`src/rtl/riscv_pkg.sv`:
```
// Shared encodings for the multi-cycle RISC-V core: FSM states, opcodes,
// ALU mux selects and the control-word payload driven by the sequencer.
package riscv_pkg;

  typedef enum logic [3:0] {
    S_RESET  = 4'd0,
    S_FETCH  = 4'd1,
    S_DECODE = 4'd2,
    S_MEMADR = 4'd3,
    S_MEMRD  = 4'd4,
    S_MEMWB  = 4'd5,
    S_MEMWR  = 4'd6,
    S_EXEC_R = 4'd7,
    S_EXEC_I = 4'd8,
    S_ALUWB  = 4'd9,
    S_ERROR  = 4'd10,
    S_BRANCH = 4'd11
  } state_t;

  localparam logic [6:0] OP_LOAD   = 7'b0000011;
  localparam logic [6:0] OP_STORE  = 7'b0100011;
  localparam logic [6:0] OP_RTYPE  = 7'b0110011;
  localparam logic [6:0] OP_ITYPE  = 7'b0010011;
  localparam logic [6:0] OP_BRANCH = 7'b1100011;

  localparam logic [1:0] ALU_SRC_A_PC    = 2'b00;
  localparam logic [1:0] ALU_SRC_A_OLDPC = 2'b01;
  localparam logic [1:0] ALU_SRC_A_REG   = 2'b10;

  localparam logic [1:0] ALU_SRC_B_REG  = 2'b00;
  localparam logic [1:0] ALU_SRC_B_IMM  = 2'b01;
  localparam logic [1:0] ALU_SRC_B_FOUR = 2'b10;

  localparam logic [1:0] ALUOP_ADD   = 2'b00;
  localparam logic [1:0] ALUOP_SUB   = 2'b01;
  localparam logic [1:0] ALUOP_FUNCT = 2'b10;

  // Full set of datapath controls produced each cycle by the sequencer.
  typedef struct packed {
    logic       pc_write;
    logic       ir_write;
    logic       iord;
    logic       mem_read;
    logic       mem_write;
    logic       reg_write;
    logic       mem_to_reg;
    logic [1:0] alu_src_a;
    logic [1:0] alu_src_b;
    logic [1:0] alu_op;
    logic       pc_src;
    logic       instr_done;
    logic       illegal_op;
    logic       mem_timeout;
  } ctrl_t;

  localparam ctrl_t CTRL_IDLE = '0;

  // States that own the memory port and may stall on mem_ready.
  function automatic logic is_wait_state(input state_t s);
    return (s == S_FETCH) || (s == S_MEMRD) || (s == S_MEMWR);
  endfunction

endpackage

```
`src/rtl/riscv_wait_timer.sv`:
```
// Counts consecutive stalled cycles of a memory state; expire flags the
// last permitted stall cycle so the sequencer can divert to ERROR.
module riscv_wait_timer #(
  parameter int unsigned MAX_WAIT = 16
) (
  input  logic clk,
  input  logic rst,
  input  logic clear,
  input  logic enable,
  output logic expire
);

  localparam int unsigned CNT_W = $clog2(MAX_WAIT + 1);

  logic [CNT_W-1:0] count;

  always_ff @(posedge clk or posedge rst) begin
    if (rst) begin
      count <= '0;
    end else if (clear) begin
      count <= '0;
    end else if (enable) begin
      count <= count + CNT_W'(1);
    end
  end

  assign expire = (count == CNT_W'(MAX_WAIT - 1));

endmodule

```
`src/rtl/riscv_multicycle_ctrl.sv`:
```
// Multi-cycle control sequencer: walks fetch/decode/execute/memory/writeback
// states, driving the shared ALU and unified memory port selects.
module riscv_multicycle_ctrl #(
  parameter int unsigned MAX_WAIT = 16
) (
  input  logic       clk,
  input  logic       rst,
  input  logic [6:0] opcode,
  input  logic       zero,
  input  logic       mem_ready,
  output logic       pc_write,
  output logic       ir_write,
  output logic       iord,
  output logic       mem_read,
  output logic       mem_write,
  output logic       reg_write,
  output logic       mem_to_reg,
  output logic [1:0] alu_src_a,
  output logic [1:0] alu_src_b,
  output logic [1:0] alu_op,
  output logic       pc_src,
  output logic       instr_done,
  output logic       illegal_op,
  output logic       mem_timeout,
  output logic [3:0] state_o
);

  import riscv_pkg::*;

  state_t state;
  state_t state_next;
  ctrl_t  ctrl;
  logic   timer_clear;
  logic   timer_enable;
  logic   timer_expire;

  riscv_wait_timer #(
    .MAX_WAIT (MAX_WAIT)
  ) u_wait_timer (
    .clk    (clk),
    .rst    (rst),
    .clear  (timer_clear),
    .enable (timer_enable),
    .expire (timer_expire)
  );

  // Stall count is per visit: any transition restarts it.
  assign timer_enable = is_wait_state(state) && !mem_ready;
  assign timer_clear  = (state_next != state);

  always_ff @(posedge clk or posedge rst) begin
    if (rst) begin
      state <= S_RESET;
    end else begin
      state <= state_next;
    end
  end

  always_comb begin
    state_next = state;
    ctrl       = CTRL_IDLE;
    unique case (state)
      S_RESET: begin
        state_next = S_FETCH;
      end
      S_FETCH: begin
        ctrl.mem_read  = 1'b1;
        ctrl.iord      = 1'b0;
        ctrl.alu_src_a = ALU_SRC_A_PC;
        ctrl.alu_src_b = ALU_SRC_B_FOUR;
        ctrl.alu_op    = ALUOP_ADD;
        // IR captures the word and PC takes PC+4 in the same ready cycle.
        if (mem_ready) begin
          ctrl.ir_write = 1'b1;
          ctrl.pc_write = 1'b1;
          state_next    = S_DECODE;
        end else if (timer_expire) begin
          state_next = S_ERROR;
        end
      end
      S_DECODE: begin
        ctrl.alu_src_a = ALU_SRC_A_OLDPC;
        ctrl.alu_src_b = ALU_SRC_B_IMM;
        ctrl.alu_op    = ALUOP_ADD;
        case (opcode)
          OP_LOAD, OP_STORE: state_next = S_MEMADR;
          OP_RTYPE:          state_next = S_EXEC_R;
          OP_ITYPE:          state_next = S_EXEC_I;
          OP_BRANCH:         state_next = S_BRANCH;
          default: begin
            ctrl.illegal_op = 1'b1;
            ctrl.instr_done = 1'b1;
            state_next      = S_FETCH;
          end
        endcase
      end
      S_MEMADR: begin
        ctrl.alu_src_a = ALU_SRC_A_REG;
        ctrl.alu_src_b = ALU_SRC_B_IMM;
        ctrl.alu_op    = ALUOP_ADD;
        state_next     = (opcode == OP_STORE) ? S_MEMWR : S_MEMRD;
      end
      S_MEMRD: begin
        ctrl.mem_read = 1'b1;
        ctrl.iord     = 1'b1;
        if (mem_ready) begin
          state_next = S_MEMWB;
        end else if (timer_expire) begin
          state_next = S_ERROR;
        end
      end
      S_MEMWB: begin
        ctrl.reg_write  = 1'b1;
        ctrl.mem_to_reg = 1'b1;
        ctrl.instr_done = 1'b1;
        state_next      = S_FETCH;
      end
      S_MEMWR: begin
        ctrl.mem_write = 1'b1;
        ctrl.iord      = 1'b1;
        if (mem_ready) begin
          ctrl.instr_done = 1'b1;
          state_next      = S_FETCH;
        end else if (timer_expire) begin
          state_next = S_ERROR;
        end
      end
      S_EXEC_R: begin
        ctrl.alu_src_a = ALU_SRC_A_REG;
        ctrl.alu_src_b = ALU_SRC_B_REG;
        ctrl.alu_op    = ALUOP_FUNCT;
        state_next     = S_ALUWB;
      end
      S_EXEC_I: begin
        ctrl.alu_src_a = ALU_SRC_A_REG;
        ctrl.alu_src_b = ALU_SRC_B_IMM;
        ctrl.alu_op    = ALUOP_FUNCT;
        state_next     = S_ALUWB;
      end
      S_ALUWB: begin
        ctrl.reg_write  = 1'b1;
        ctrl.mem_to_reg = 1'b0;
        ctrl.instr_done = 1'b1;
        state_next      = S_FETCH;
      end
      S_BRANCH: begin
        ctrl.alu_src_a  = ALU_SRC_A_REG;
        ctrl.alu_src_b  = ALU_SRC_B_REG;
        ctrl.alu_op     = ALUOP_SUB;
        ctrl.pc_src     = 1'b1;
        ctrl.pc_write   = zero;
        ctrl.instr_done = 1'b1;
        state_next      = S_FETCH;
      end
      S_ERROR: begin
        // Terminal until reset; inputs are deliberately ignored.
        ctrl.mem_timeout = 1'b1;
      end
      default: begin
        state_next = S_RESET;
      end
    endcase
  end

  assign pc_write    = ctrl.pc_write;
  assign ir_write    = ctrl.ir_write;
  assign iord        = ctrl.iord;
  assign mem_read    = ctrl.mem_read;
  assign mem_write   = ctrl.mem_write;
  assign reg_write   = ctrl.reg_write;
  assign mem_to_reg  = ctrl.mem_to_reg;
  assign alu_src_a   = ctrl.alu_src_a;
  assign alu_src_b   = ctrl.alu_src_b;
  assign alu_op      = ctrl.alu_op;
  assign pc_src      = ctrl.pc_src;
  assign instr_done  = ctrl.instr_done;
  assign illegal_op  = ctrl.illegal_op;
  assign mem_timeout = ctrl.mem_timeout;
  assign state_o     = state;

endmodule

```
`config.mk`:
```
export PLATFORM = sky130hd
export DESIGN_NAME = riscv_multicycle_ctrl
export DESIGN_NICKNAME = d
export VERILOG_FILES = /design/src/rtl/riscv_pkg.sv /design/src/rtl/riscv_wait_timer.sv /design/src/rtl/riscv_multicycle_ctrl.sv
export SDC_FILE = /design/constraint.sdc
export NUM_CORES = 1
export LEC_CHECK = 0
export CORE_MARGIN = 3
export CORE_UTILIZATION = 46
export CTS_BUF_LIST = sky130_fd_sc_hd__clkbuf_2
export CTS_CLUSTER_DIAMETER = 30
export DETAILED_ROUTE_END_ITERATION = 12
export GPL_TIMING_DRIVEN = 1
export PLACE_DENSITY = 0.85
export REMOVE_ABC_BUFFERS = 1
export SLEW_MARGIN = 20
export SYNTH_ARGS = -nofsm -noshare
export SYNTH_HDL_FRONTEND = slang
export SYNTH_SLANG_ARGS = --single-unit
```
`constraint.sdc`:
```
create_clock -name clk -period 2.45 [get_ports clk]
set_clock_uncertainty 0.2 [all_clocks]
set_input_delay 0.245 -clock clk [delete_from_list [all_inputs] [get_ports clk]]
set_output_delay 0.245 -clock clk [all_outputs]
set_load 0.02 [all_outputs]
```
# After elaboration in Yosys (flattened, before gate mapping)
# Index checks and enable logic that the tools add are counted.
[totals]
word_cells = 57
out_inout_bits = 21
input_bits = 11
regBits = 9
[classes]
eq_ne = 18
mux = 23
reduce_logical = 13
addsub = 1
[op_table]
columns = ["operator", "n"]
rows = [
  ["$pmux 6 s6", 1],
  ["$pmux 4 s8", 1],
  ["$eq 4x3->1 const B", 4],
  ["$eq 4x4->1 const B", 4],
  ["$mux 4", 4],
  ["$pmux 4 s4", 1],
  ["$eq 7x6->1 const B", 2],
  ["$mux 5", 2],
  ["$eq 4x2->1 const B", 2],
  ["$mux 1", 8],
  ["$reduce_or 2->1", 4],
  ["$eq 7x2->1 const B", 1],
  ["$eq 7x5->1 const B", 1],
  ["$eq 7x7->1 const B", 1],
  ["$mux 2", 3],
  ["$add 5x1->5 const B", 1],
  ["$eq 5x4->1 const B", 1],
  ["$reduce_or 5->1", 1],
  ["$eq 4x1->1 const B", 1],
  ["$logic_not 4->1", 1],
  ["$ne 4x4->1", 1],
  ["$pmux 2 s2", 1],
  ["$reduce_or 4->1", 1],
  ["$pmux 1 s3", 1],
  ["6 further kinds", 7],
]

# Longest topological paths before layout
[logic_depth]
ltp_word = 6
mapped_depth = 8

# Cells and area by module
# From an unflattened synthesis, not the netlist that was laid out.
[unflattened]
cells_unflattened = 119
hier_area_um2 = 968.4
[by_module_without_submodules]
columns = ["module", "area_per_inst_um2", "instances", "cells_per_inst"]
rows = [
  ["riscv_multicycle_ctrl", 685.7, 1, 95],
  ["riscv_wait_timer", 282.8, 1, 24],
]

# Worst setup path after synthesis
# No wires, ideal clock.
[synth_timing]
path_kind = "register -> output"
startpoint = "reg state[0] (netlist: state_o[0])"
endpoint = "out pc_write"
path_stages_with_launch = 6
t_arrival_ps = 1964
path_slack_ps = 41
cell_sequence = "dfrtp_1 buf_6 clkbuf_1 nand2b_1 nor4_1 a21o_1"
[synth_via]
elab_chain_len = 2
[synth_lines]
columns = ["item", "line", "text"]
rows = [
  ["start, declared", "riscv_multicycle_ctrl.sv:30", "state_t state;"],
  ["start signal, assigned", "riscv_multicycle_ctrl.sv:55", "state <= state_next;"],
  ["$eq 4x4->1 / $eq 4x1->1 (equally long branches)", "riscv_multicycle_ctrl.sv:62", "unique case (state)"],
  ["$pmux 1 s2 *", "riscv_multicycle_ctrl.sv:62", ""],
  ["end, declared", "riscv_multicycle_ctrl.sv:11", "output logic pc_write,"],
]
# Mark *: on every way between the ends. The rest lies on a longest branch, timed or not.

# Worst setup path in the final report
[layout_timing]
startpoint = "reg state[2] (netlist: state_o[2])"
endpoint = "out reg_write"
[layout_via]
elab_chain_len = 2
[layout_lines]
columns = ["item", "line", "text"]
rows = [
  ["$eq 4x4->1 / $eq 4x3->1 (equally long branches)", "riscv_multicycle_ctrl.sv:62", ""],
  ["$pmux 2 s2 *", "riscv_multicycle_ctrl.sv:62", ""],
  ["end, declared", "riscv_multicycle_ctrl.sv:16", "output logic reg_write,"],
]
# Marks and branches as above.

==> results.cfg <==
[yosys]
synth_cell_types = 47
ys_ff_latch = 9
synth_edf_count = 0
synthAdderAreaFrac_pct = 3.78
synthSimpleGateAreaFrac_pct = 32.1
synth_flop_cell = dfrtp_1
async_flop_share_pct = 100
synth_xor_area_share_pct = 3.78
synth_top_family_by_area = simple AND/OR/NAND/NOR gates
synth_area_um2 = 927
ys.warnings.count = 0
syn-mean-instance-area_um2 = 8.06
syn_inst = 115
synth_mux_area_share_pct = 3.24
synth-compound-area-share_pct = 24.0
synth_seq_area_share_pct = 24.3

[cts]
cts-root-buf = clkbuf_2
clkSinkCount = 9
cts_max_level = 1
tritoncts = done
cts_hold_buffers = 0
path_clk_slew_ns = 0.10
clk_latency_ns = 0.26
cts_buffer_depth = 2
numCtsBuffers = 3

[floorplan]
initial_core_util_pct = 50.9
dieArea_um2 = 2590
std_cell_rows = 15
die_h_um = 50.9
die_w_um = 50.9
io-pin-count = 32
core-area_um2 = 1820

[timing]
hold_viol = 0
holdWs_ns = 0.0192
max_freq_mhz = 428
drv_slew = 0
slew_headroom_pct = 61.0
setup_ws_ns = 0.111
finalSetupViolations = 0
fin_tns_setup_ns = 0
rsz0062_at_grt = no
tightestPinTransition_ns = 0.578
min_period_ns = 2.34
finalCritPeriodShare_pct = 95.5

[run_status]
outcome = complete, no violations

[cells_and_area]
drive_gt1_share_pct = 15.3
final_area_um2 = 1330
n_antenna_cell = 0
final_common_cell = clkdlybuf4s50_1
final_core_util_pct = 72.9
area_growth_pct = 43.0
final_cell_mix = 20 x clkdlybuf4s50_1, 17 x nor2_1, 9 x buf_4, 9 x dfrtp_1
final_cells = 175
finalNetCount = 164

[grt]
use_met1_pct = 27.0
grt.total_usage_pct = 20.2
grt_pass1_wl_um = 4000
grt.busiest_layer = met2
antenna_found_initial = 0
grt_pass1_vias = 878
grtUsageMet2_pct = 33.0
grt_remaining_overflow = 0
grt_start_max_net_pins = 19
grtUsageMet3_pct = 5.25

[placement]
dp.cells = 171
gp_congestion = 0.826
placedInstanceArea_um2 = 1280
io_buffers = 31
hpwl_um = 1930
preCtsSetupSlack_ns = -0.0596

[setup_path]
cp.depth = 4
r2r_slack_ns = 0.18
crit_family = buffers and inverters
worstPathArrival_ns = 1.89
critPathRequiredTime_ns = 2.01
reg2reg_from = u_wait_timer.count[0]
cp-startpoint = state_o[2]
critical_path.max_stage_delay_ns = 0.62
critPathCapture = reg_write
crit_path_end_kind = primary output
critPathLaunchType = flop
crit_buf_inv = 2
critPathKind = flop to primary output
cp_slowest_cell = clkdlybuf4s50_1
crit_chain = buf_4, nand2b_1, a21oi_1, clkdlybuf4s50_1
critPathMaxFanout = 18
reg2reg_to = u_wait_timer.count[4]
r2r_cells = 8

[flow_run]
max-cap-violations = 0

[route]
drc = 0
dr.pass1.iters = 4
drtIter0Drc = 36
wl_um = 2570
vias_per_cell = 5.63
vias = 986
wl_per_cell_um = 14.7
antenna_left = 0

[power]
swShare_pct = 48.9
p_seq_share_pct = 14.5
clockPowerShare_pct = 6.5
leakagePower_nw = 0.650
power.density_nw_per_um2 = 1130
vdd_ir_drop_max_uv = 953
p_int_mw = 0.767
p_sw_mw = 0.733
combPwrFrac_pct = 79.0
finalPower_mw = 1.50

[min_path]
hp-class = primary input to asynchronous set/reset pin
-- routing by layer --
layer  share of wire, %  routed length (um)
met2                 51                1300
met4               0.43                  11
met3                8.4                 215
met1                 41                1050
met5                  0                   0
-- registers in the layout, summed over array words and instances, names as in the netlist --
register	count
state_o	4
u_wait_timer.count	5
-- power groups by stage --
stage / Combinational (mW) / Clock (mW) / Sequential (mW)
finish: 1.18 / 0.0976 / 0.218
global route: 1.27 / 0.110 / 0.223
CTS: 1.19 / 0.101 / 0.219
detailed placement: 1.19 / 0 / 0.221
global placement: 1.17 / 0 / 0.216
floorplan: 0.606 / 0 / 0.331
-- cell type report --
type / count / area [um2]
Clock buffer: 4 / 20.0
Fill cell: 140 / 494
Inverter: 6 / 22.5
Multi-Input combinational cell: 91 / 637
Sequential cell: 9 / 225
Tap cell: 25 / 31.3
Timing Repair Buffer: 40 / 390
-- synthesized netlist by cell type (all sizes together) (5+ instances only) --
library cell,n,share of area (%)
a21oi,6,3.2
buf,6,5.1
dfrtp,9,24
inv,5,2.0
nand2,7,2.8
nand2b,7,4.7
nor2,18,7.6
o21ai,5,2.7
-- how the worst min path moves through the flow --
stage / start / endpoint / cells after the start
after floorplan: rst / state_o[0] / 1
after global placement: rst / state_o[1] / 2
after detailed placement: rst / state_o[3] / 2
after CTS: rst / u_wait_timer.count[4] / 2
after global routing: rst / u_wait_timer.count[2] / 2
final: rst / u_wait_timer.count[4] / 2
-- what timing repair did --
item | in CTS | in global routing
endpoints found under the setup margin | 6 | 10
pin swaps | 0 | 1
gates resized for setup | 5 | 9
hold endpoints to repair | 0 | 0
buffers inserted | 0 | 0
-- worst register-to-register path, stage by stage, from the launching register on --
cell,delay [ns]
dfrtp_1,0.42
ha_1,0.22
and3_1,0.19
ha_1,0.25
nand2b_1,0.13
a21oi_1,0.06
o41ai_2,0.25
o2111ai_2,0.25
a211oi_1,0.21
-- logic make-up after synthesis --
| kind of cell | count (synthesis) |
|---|---|
| flip-flops | 9 |
| XOR/XNOR | 4 |
| adder cells (fa/ha/maj) | 3 |
| AO/OA/AOI/OAI | 29 |
| AND/OR/NAND/NOR | 52 |
| buffers and inverters | 15 |
| multiplexers | 3 |
(Power assumes the default switching activity.)
